$ cat config.mk
export PLATFORM = sky130hd
export DESIGN_NAME = receptor_fifo
export DESIGN_NICKNAME = d
export VERILOG_FILES = /design/src/rtl/receptor_pkg.sv /design/src/rtl/fifo_sinc.sv /design/src/rtl/receptor_fifo.sv
export SDC_FILE = /design/constraint.sdc
export NUM_CORES = 1
export LEC_CHECK = 0
export ABC_AREA = 1
export ABC_CLOCK_PERIOD_IN_PS = 1970
export CAP_MARGIN = 20
export CORE_UTILIZATION = 35
export DETAILED_ROUTE_END_ITERATION = 7
export SYNTH_ARGS = -nofsm -noshare
export SYNTH_HDL_FRONTEND = slang
export SYNTH_SLANG_ARGS = --single-unit
$ cat constraint.sdc
create_clock -name rx_clock -period 1.97 [get_ports rx_clock]
set_input_delay 0.4925 -clock rx_clock [delete_from_list [all_inputs] [get_ports rx_clock]]
set_output_delay 0.4925 -clock rx_clock [all_outputs]
set_load 0.02 [all_outputs]
$ cat src/rtl/receptor_pkg.sv
// Shared definitions for the receive stage: handshake state encoding and default sizes.
package receptor_pkg;

  // Handshake states: waiting for a request, or holding ack until send drops
  typedef enum logic {
    ESPERA = 1'b0,
    ACK    = 1'b1
  } estado_t;

  localparam int unsigned DATA_W_DEF = 4;
  localparam int unsigned DEPTH_DEF  = 4;

endpackage

$ cat src/rtl/fifo_sinc.sv
// Single-clock FIFO with first-word-fall-through read port and occupancy count.
module fifo_sinc
  import receptor_pkg::*;
#(
  parameter int unsigned DATA_W = DATA_W_DEF,
  parameter int unsigned DEPTH  = DEPTH_DEF,
  parameter int unsigned PTR_W  = $clog2(DEPTH)
) (
  input  logic              clock,
  input  logic              reset,
  input  logic              wr_en,
  input  logic [DATA_W-1:0] wr_dados,
  input  logic              rd_en,
  output logic [DATA_W-1:0] rd_dados,
  output logic              vazio,
  output logic              cheio,
  output logic [PTR_W:0]    count
);

  logic [DATA_W-1:0] mem_q [DEPTH];
  logic [PTR_W-1:0]  wr_ptr_q;
  logic [PTR_W-1:0]  rd_ptr_q;
  logic [PTR_W:0]    count_q;
  logic [PTR_W:0]    count_d;
  logic              wr_ok;
  logic              rd_ok;

  // Flags come from the registered count; a full FIFO never takes a write, even on a pop
  always_comb begin
    vazio    = (count_q == '0);
    cheio    = (count_q == (PTR_W + 1)'(DEPTH));
    wr_ok    = wr_en && !cheio;
    rd_ok    = rd_en && !vazio;
    rd_dados = mem_q[rd_ptr_q];
    count    = count_q;
  end

  // Occupancy next state: simultaneous push and pop leaves it unchanged
  always_comb begin
    count_d = count_q;
    unique case ({wr_ok, rd_ok})
      2'b10:   count_d = count_q + (PTR_W + 1)'(1);
      2'b01:   count_d = count_q - (PTR_W + 1)'(1);
      default: count_d = count_q;
    endcase
  end

  // Pointers and count; pointers wrap naturally since DEPTH is a power of two
  always_ff @(posedge clock or negedge reset) begin
    if (!reset) begin
      wr_ptr_q <= '0;
      rd_ptr_q <= '0;
      count_q  <= '0;
    end else begin
      if (wr_ok) wr_ptr_q <= wr_ptr_q + PTR_W'(1);
      if (rd_ok) rd_ptr_q <= rd_ptr_q + PTR_W'(1);
      count_q <= count_d;
    end
  end

  // Storage array, cleared on reset
  always_ff @(posedge clock or negedge reset) begin
    if (!reset) begin
      for (int i = 0; i < int'(DEPTH); i++) mem_q[i] <= '0;
    end else if (wr_ok) begin
      mem_q[wr_ptr_q] <= wr_dados;
    end
  end

endmodule

$ cat src/rtl/receptor_fifo.sv
// Receive stage: four-phase send/ack handshake feeding a FWFT FIFO, ack withheld while full.
module receptor_fifo
  import receptor_pkg::*;
#(
  parameter int unsigned DATA_W = DATA_W_DEF,
  parameter int unsigned DEPTH  = DEPTH_DEF,
  parameter int unsigned PTR_W  = $clog2(DEPTH)
) (
  input  logic              rx_clock,
  input  logic              rx_reset,
  input  logic              rx_send,
  input  logic [DATA_W-1:0] rx_dados,
  output logic              rx_ack,
  input  logic              rd_en,
  output logic [DATA_W-1:0] rd_dados,
  output logic              rd_vazio,
  output logic              rd_cheio,
  output logic [PTR_W:0]    rd_count,
  output logic [7:0]        rx_total
);

  estado_t    state_q;
  estado_t    state_d;
  logic       wr_en;
  logic [7:0] rx_total_q;

  // State register; reset drops ack asynchronously because ack decodes the state
  always_ff @(posedge rx_clock or negedge rx_reset) begin
    if (!rx_reset) state_q <= ESPERA;
    else           state_q <= state_d;
  end

  // Next state: accept only when not full, release only once send returns low
  always_comb begin
    state_d = state_q;
    unique case (state_q)
      ESPERA:  if (rx_send && !rd_cheio) state_d = ACK;
      ACK:     if (!rx_send) state_d = ESPERA;
      default: state_d = ESPERA;
    endcase
  end

  // Outputs: exactly one write per handshake, on the ESPERA->ACK transition
  always_comb begin
    rx_ack   = (state_q == ACK);
    wr_en    = (state_q == ESPERA) && rx_send && !rd_cheio;
    rx_total = rx_total_q;
  end

  // Accepted-word counter, wraps at 8 bits
  always_ff @(posedge rx_clock or negedge rx_reset) begin
    if (!rx_reset)  rx_total_q <= '0;
    else if (wr_en) rx_total_q <= rx_total_q + 8'd1;
  end

  fifo_sinc #(
    .DATA_W (DATA_W),
    .DEPTH  (DEPTH),
    .PTR_W  (PTR_W)
  ) u_fifo (
    .clock    (rx_clock),
    .reset    (rx_reset),
    .wr_en    (wr_en),
    .wr_dados (rx_dados),
    .rd_en    (rd_en),
    .rd_dados (rd_dados),
    .vazio    (rd_vazio),
    .cheio    (rd_cheio),
    .count    (rd_count)
  );

endmodule
* Yosys cells after proc, flatten, opt, wreduce, memory -nomap -nowiden *
Index checks and enable logic that the tools add are counted.

storage, ports and cells
  flip-flop bits (word level) = 32
  latch bits = 0
  RAM bits = 0
  ROM bits = 0
  input bits = 8
  logic and storage cells = 43
  memories = 0

operators by class
  add/sub/neg operators = 5
  $mul = 0
  divide/modulo/power cells = 0
  $lt $le $gt $ge = 3
  equal/unequal tests = 3
  shift operators = 0
  mux-type cells = 10
  bitwise gates (word level) = 3
  reduce and logical (&&, ||, !) cells = 10

operator list
  kind                                                                           number
  16-bit bitwise mux                                                             1
  4-bit two-way mux                                                              3
  8-bit by 1-bit adder with 8-bit output (second input constant)                 1
  4-bit binary-select mux with 2-bit select                                      1
  4-bit demux with 2-bit select                                                  1
  3-bit greater-or-equal comparator (second input constant)                      2
  1-bit logical AND                                                              6
  2-bit inverter with 3-bit output                                               2
  3-bit one-hot mux with 2 select lines                                          1
  2-bit by 1-bit adder with 2-bit output (second input constant)                 2
  3-bit by 1-bit adder with 3-bit output (second input constant)                 1
  3-bit == test (second input constant)                                          1
  3-bit zero test                                                                1
  3-bit by 1-bit less-than comparator with 1-bit output (second input constant)  1
  3-bit by 1-bit subtractor with 3-bit output (second input constant)            1
  2-bit by 1-bit == test with 1-bit output (second input constant)               1
  2-bit == test (second input constant)                                          1
  1-bit zero test                                                                2
  1-bit two-way mux                                                              2
  1-bit one-hot mux with 2 select lines                                          1
  2-bit nonzero test                                                             1
  1-bit inverter                                                                 1

* Longest topological paths before layout *
  depth after elaboration = 6
  gate-level depth with buffers = 12

* Hierarchy *
Synthesis repeated with hierarchy kept, for this count alone.

unflattened totals
  cells, all modules = 206
  area, all modules = 1717.9 sq um

modules (own cells, without submodules)
  module         times used  cells an instance  area each (sq um)  sequential area each (sq um)
  fifo_sinc      1           152                1260.0             575.6
  receptor_fifo  1           54                 457.9              225.2

* Least setup slack after synthesis *
Ideal clock, no wire load.

  path type = flip-flop to flip-flop
  start = register u_fifo.count_q[0], in the netlist u_fifo.count[0]
  end = register u_fifo.count_q[2], in the netlist u_fifo.count[2]
  data arrival time = 1.840 ns
  data required time = 1.835 ns
  setup slack = -0.006 ns
  cell stages (with the launch flop) = 12
  path buffers = 1
  cell sequence = dfrtp_1 > nor2_2 > nand2_1 > nand2_1 > buf_4 > ha_1 > inv_1 > fa_1 > nor2_1 > nor2_1 > nand2_1 > xnor2_1

between the ends
  longest elaborated chain between the ends = 6
  elaborated cells between the ends (all ways) = 13
  those cells by class = 2 x add/sub; 3 x eq/ne; 1 x mux; 7 x reduce/logical

RTL lines
  element                                                                             RTL line                              RTL
  start, declared                                                                     fifo_sinc.sv:23                       logic [PTR_W:0] count_q;
  start signal, assigned                                                              fifo_sinc.sv:57                       count_q <= count_d;
  3-bit == test                                                                       fifo_sinc.sv:31                       cheio = (count_q == (PTR_W + 1)'(DEPTH));
  1-bit zero test                                                                     fifo_sinc.sv:32, receptor_fifo.sv:46
  1-bit logical AND                                                                   receptor_fifo.sv:46                   wr_en = (state_q == ESPERA) && rx_send && !rd_cheio;
  1-bit logical AND                                                                   fifo_sinc.sv:32                       wr_ok = wr_en && !cheio;
  2-bit by 1-bit == test with 1-bit output / 2-bit == test (equally long branches)    fifo_sinc.sv:41                       unique case ({wr_ok, rd_ok})
  3-bit one-hot mux with 2 select lines / 2-bit nonzero test (equally long branches)  -

Parallel ways exist; a longest one is shown, timed or not.
A chain may end at the register's enable or synchronous reset.

* Worst setup path after layout *
  start = register u_fifo.rd_ptr_q[0]
  end = output port rd_dados[3]

between the ends
  longest elaborated chain between the ends = 4

RTL lines
  element                                                 RTL line             RTL
  start, declared                                         fifo_sinc.sv:22      logic [PTR_W-1:0] rd_ptr_q;
  start signal, assigned                                  fifo_sinc.sv:56      if (rd_ok) rd_ptr_q <= rd_ptr_q + PTR_W'(1);
  2-bit inverter with 3-bit output (not written as such)  fifo_sinc.sv:34      rd_dados = mem_q[rd_ptr_q];
  4-bit binary-select mux with 2-bit select               fifo_sinc.sv:34
  4-bit two-way mux (not written as such) (2 in series)   fifo_sinc.sv:34
  end, declared                                           receptor_fifo.sv:15  output logic [DATA_W-1:0] rd_dados,

No other way between the ends. The select of a mux whose other input is x is not followed.

==> results.md <==
* Outcome: completed
* 1st-iter DRT viols at 87
* Vias after detailed routing at 1,262
* Die area at 0.004802 mm2
* IO Port Bufs at 25
* NumNets Final at between 200 and 250
* CTS tree: yes
* Hold Crit Class: reg -> reg
* CP Max Fanout at 9
* Crit path kind: reg -> out
* Diode count at 0
* Max Root-Sink Buffers at 2
* Wire per inst at 11.18 um
* Max_cap viols at 0
* Final hold vios at 0
* WL final at between 3000 and 4000 um
* Hold_buf cts at 0
* CP Data Arrival Time at between 1000 and 1500 ps
* Final Max Tran Viols at 0
* Final Cycle Share at 94.94%
* RD Place Congestion at between 0.7 and 0.8
* Worst hold margin at around 500 ps
* Synth area leader: dfrtp_1
* Max VDD drop at 0.6614 mV
* Worst-Margin Slew at 407.1 ps
* # H-tree levels at 2
* Pin count of the biggest net entering global routing at 33
* Total I/O pin count at 26
* Setup Total Neg Slack at 0 ps
* Cells after DPL at 270
* Seq/Total Area, Yosys at 50.51%
* Vias in the first global route at roughly 1,200
* EDFF count, synth at 0
* Req. time, crit path at 1480 ps
* Clock sinks at 32
* DP HPWL at 2131 um
* Highest clock rate at between 500 and 600 MHz
* Initial DRT Pass Iterations at 4
* Post-CTS Repair Setup Buffers at 0
* Detail Route Antenna Nets at 0
* # setup viols final at 0
* Via density at 4.589
* First-pass GRT wire length at 5416 um
* Total CTS buffers at 5
* Clock root cell: clkbuf_8
* Antenna violations before repair at 0
* CP startpoint kind: flip-flop
* Ranking of synthesized cells by area: dfrtp_1 51%, nand2_1 12%, o21ai_1 5.7%, inv_1 5.4%, ha_1 4.7%
* Clock Skew at 2.479 ps
* Mapped cell area at 0.001585 mm2
* Post-synth top cells: 51 x nand2_1, 32 x dfrtp_1, 23 x inv_1
* Yosys warning total at 0
* Die W at slightly below 70 um
* Ys async rst share at 100.0%
* Mapped Cells at 184
* Cell with the most instances after synthesis: nand2_1
* FF+latch count, synth at 32
* Synth top area share at between 50% and 60%
* Post-synth top flop: dfrtp_1
* Latest clock arrival within the worst-skew pair at 280 ps
* Clk slew on worst S/H paths at ~60 ps
* Synth Net Count at 199
* Count of different cell masters after synthesis at 19
* Die height at approximately 69 um
* Minimum clock period at 1870 ps
* Area grow syn2layout at 28.57%
* Final Non-Filler Cells at between 200 and 300
* Total GRT Usage at 14.37%
* CTS resizes at 9
* Initial core utilization at 36.41%
* Slew margin rel. at 72.86%
* Mapped Avg Cell Area at about 8.6 um2
* CP Capture Type: output port
* DRC viols at 0
* Leak pwr at just over 1 nW
* Row count at 24
* Layout cell share with drive strength beyond 1 at 12.56%
* RSZ-0062 raised after global routing: no
* Total grt overflow at 0
* Power density over cell area at 1570 mW/mm2
* CORE AREA at 0.004354 mm2
final timing paths:
| path | startpoint | end | slack, ps | depth (start not counted) |
|---|---|---|---|---|
| max | u_fifo.rd_ptr_q[0]$_DFFE_PN0P_ | rd_dados[3] | 100 | 4 |
| min | u_fifo.mem_q[8]$_DFFE_PN0P_ | u_fifo.mem_q[8]$_DFFE_PN0P_ | 490 | 2 |
| max reg2reg | u_fifo.count[1]$_DFFE_PN0P_ | u_fifo.count[2]$_DFFE_PN0P_ | 160 | 10 |
| max in group asynchronous | rx_reset | u_fifo.count[2]$_DFFE_PN0P_ | 1050 | 2 |
| min reg2reg | u_fifo.mem_q[8]$_DFFE_PN0P_ | u_fifo.mem_q[8]$_DFFE_PN0P_ | 490 | 2 |
| min in group asynchronous | rx_reset | u_fifo.count[0]$_DFFE_PN0P_ | 610 | 2 |
cell usage in the layout, fill, tap and decap left out, drive strengths merged:
cell	n
clkdlybuf4s50	19
nor2	16
xor2	4
o22ai	4
clkdlybuf4s15	2
clkbuf	7
fa	1
nand2	55
ha	6
inv	23
xnor2	3
nand4	2
dlygate4sd2	1
nand3	3
dfrtp	32
a21oi	1
clkinv	1
o21ai	31
buf	12
worst max-delay path: stages, from the launching register on:
cell	delay, ps
dfrtp_1	390
buf_4	170
o21ai_0	160
o22ai_1	90
clkdlybuf4s15_1	290
layout make-up:
type / instances / area (um2)
timing repair buffer: 36 / 329.1
inverter: 24 / 91.34
clock buffer: 5 / 68.82
sequential: 32 / 802.0
tap: 52 / 65.06
multi-input combinational: 126 / 681.9
fill: 425 / 2316
per-stage QoR:
step	utilization [%]	cell area (um2)	total power [W]	worst slack, ps
after floorplan	-	1585	0.002167	4.815
after global placement	45.55	1983	0.002837	-127.1
after detailed placement	45.55	1983	0.002852	-161.5
after CTS	47.04	2048	0.003254	30.98
after global routing	46.81	2038	0.003484	13.43
final	46.81	2038	0.003199	99.69
sequential cells by signal, summed over array words and instances (netlist names):
name / flops
u_fifo.mem_q: 16
u_fifo.wr_ptr_q: 2
u_fifo.rd_ptr_q: 2
rx_total: 8
u_fifo.count: 3
rx_ack: 1
cell families (layout without fill, tap and decap cells):
family	Yosys count	after routing	synth area share, %
AND/OR/NAND/NOR	76	76	20.76
AO/OA/AOI/OAI	36	36	12.39
flip-flops	32	32	50.51
buffers and inverters	26	65	6.471
adder cells (fa/ha/maj)	7	7	5.998
XOR/XNOR	7	7	3.867
routing by layer:
layer	routed length, um	GRT usage (%)	up-vias	share of wire [%]
met5	0	0	-	0
met4	63	7.483	0	2.0
met3	120	4.651	5	3.9
met2	1337	20.82	20	43
met1	1553	19.10	575	51
li1	-	-	662	-
power by group:
part / switching [W] / internal (W) / total, W
sequential: 0.000210 / 0.000936 / 0.00115
combinational: 0.000898 / 0.000712 / 0.00161
clock: 0.000216 / 0.000227 / 0.000443
total: 0.00132 / 0.00188 / 0.00320
Power figures use the tool's default switching activity.
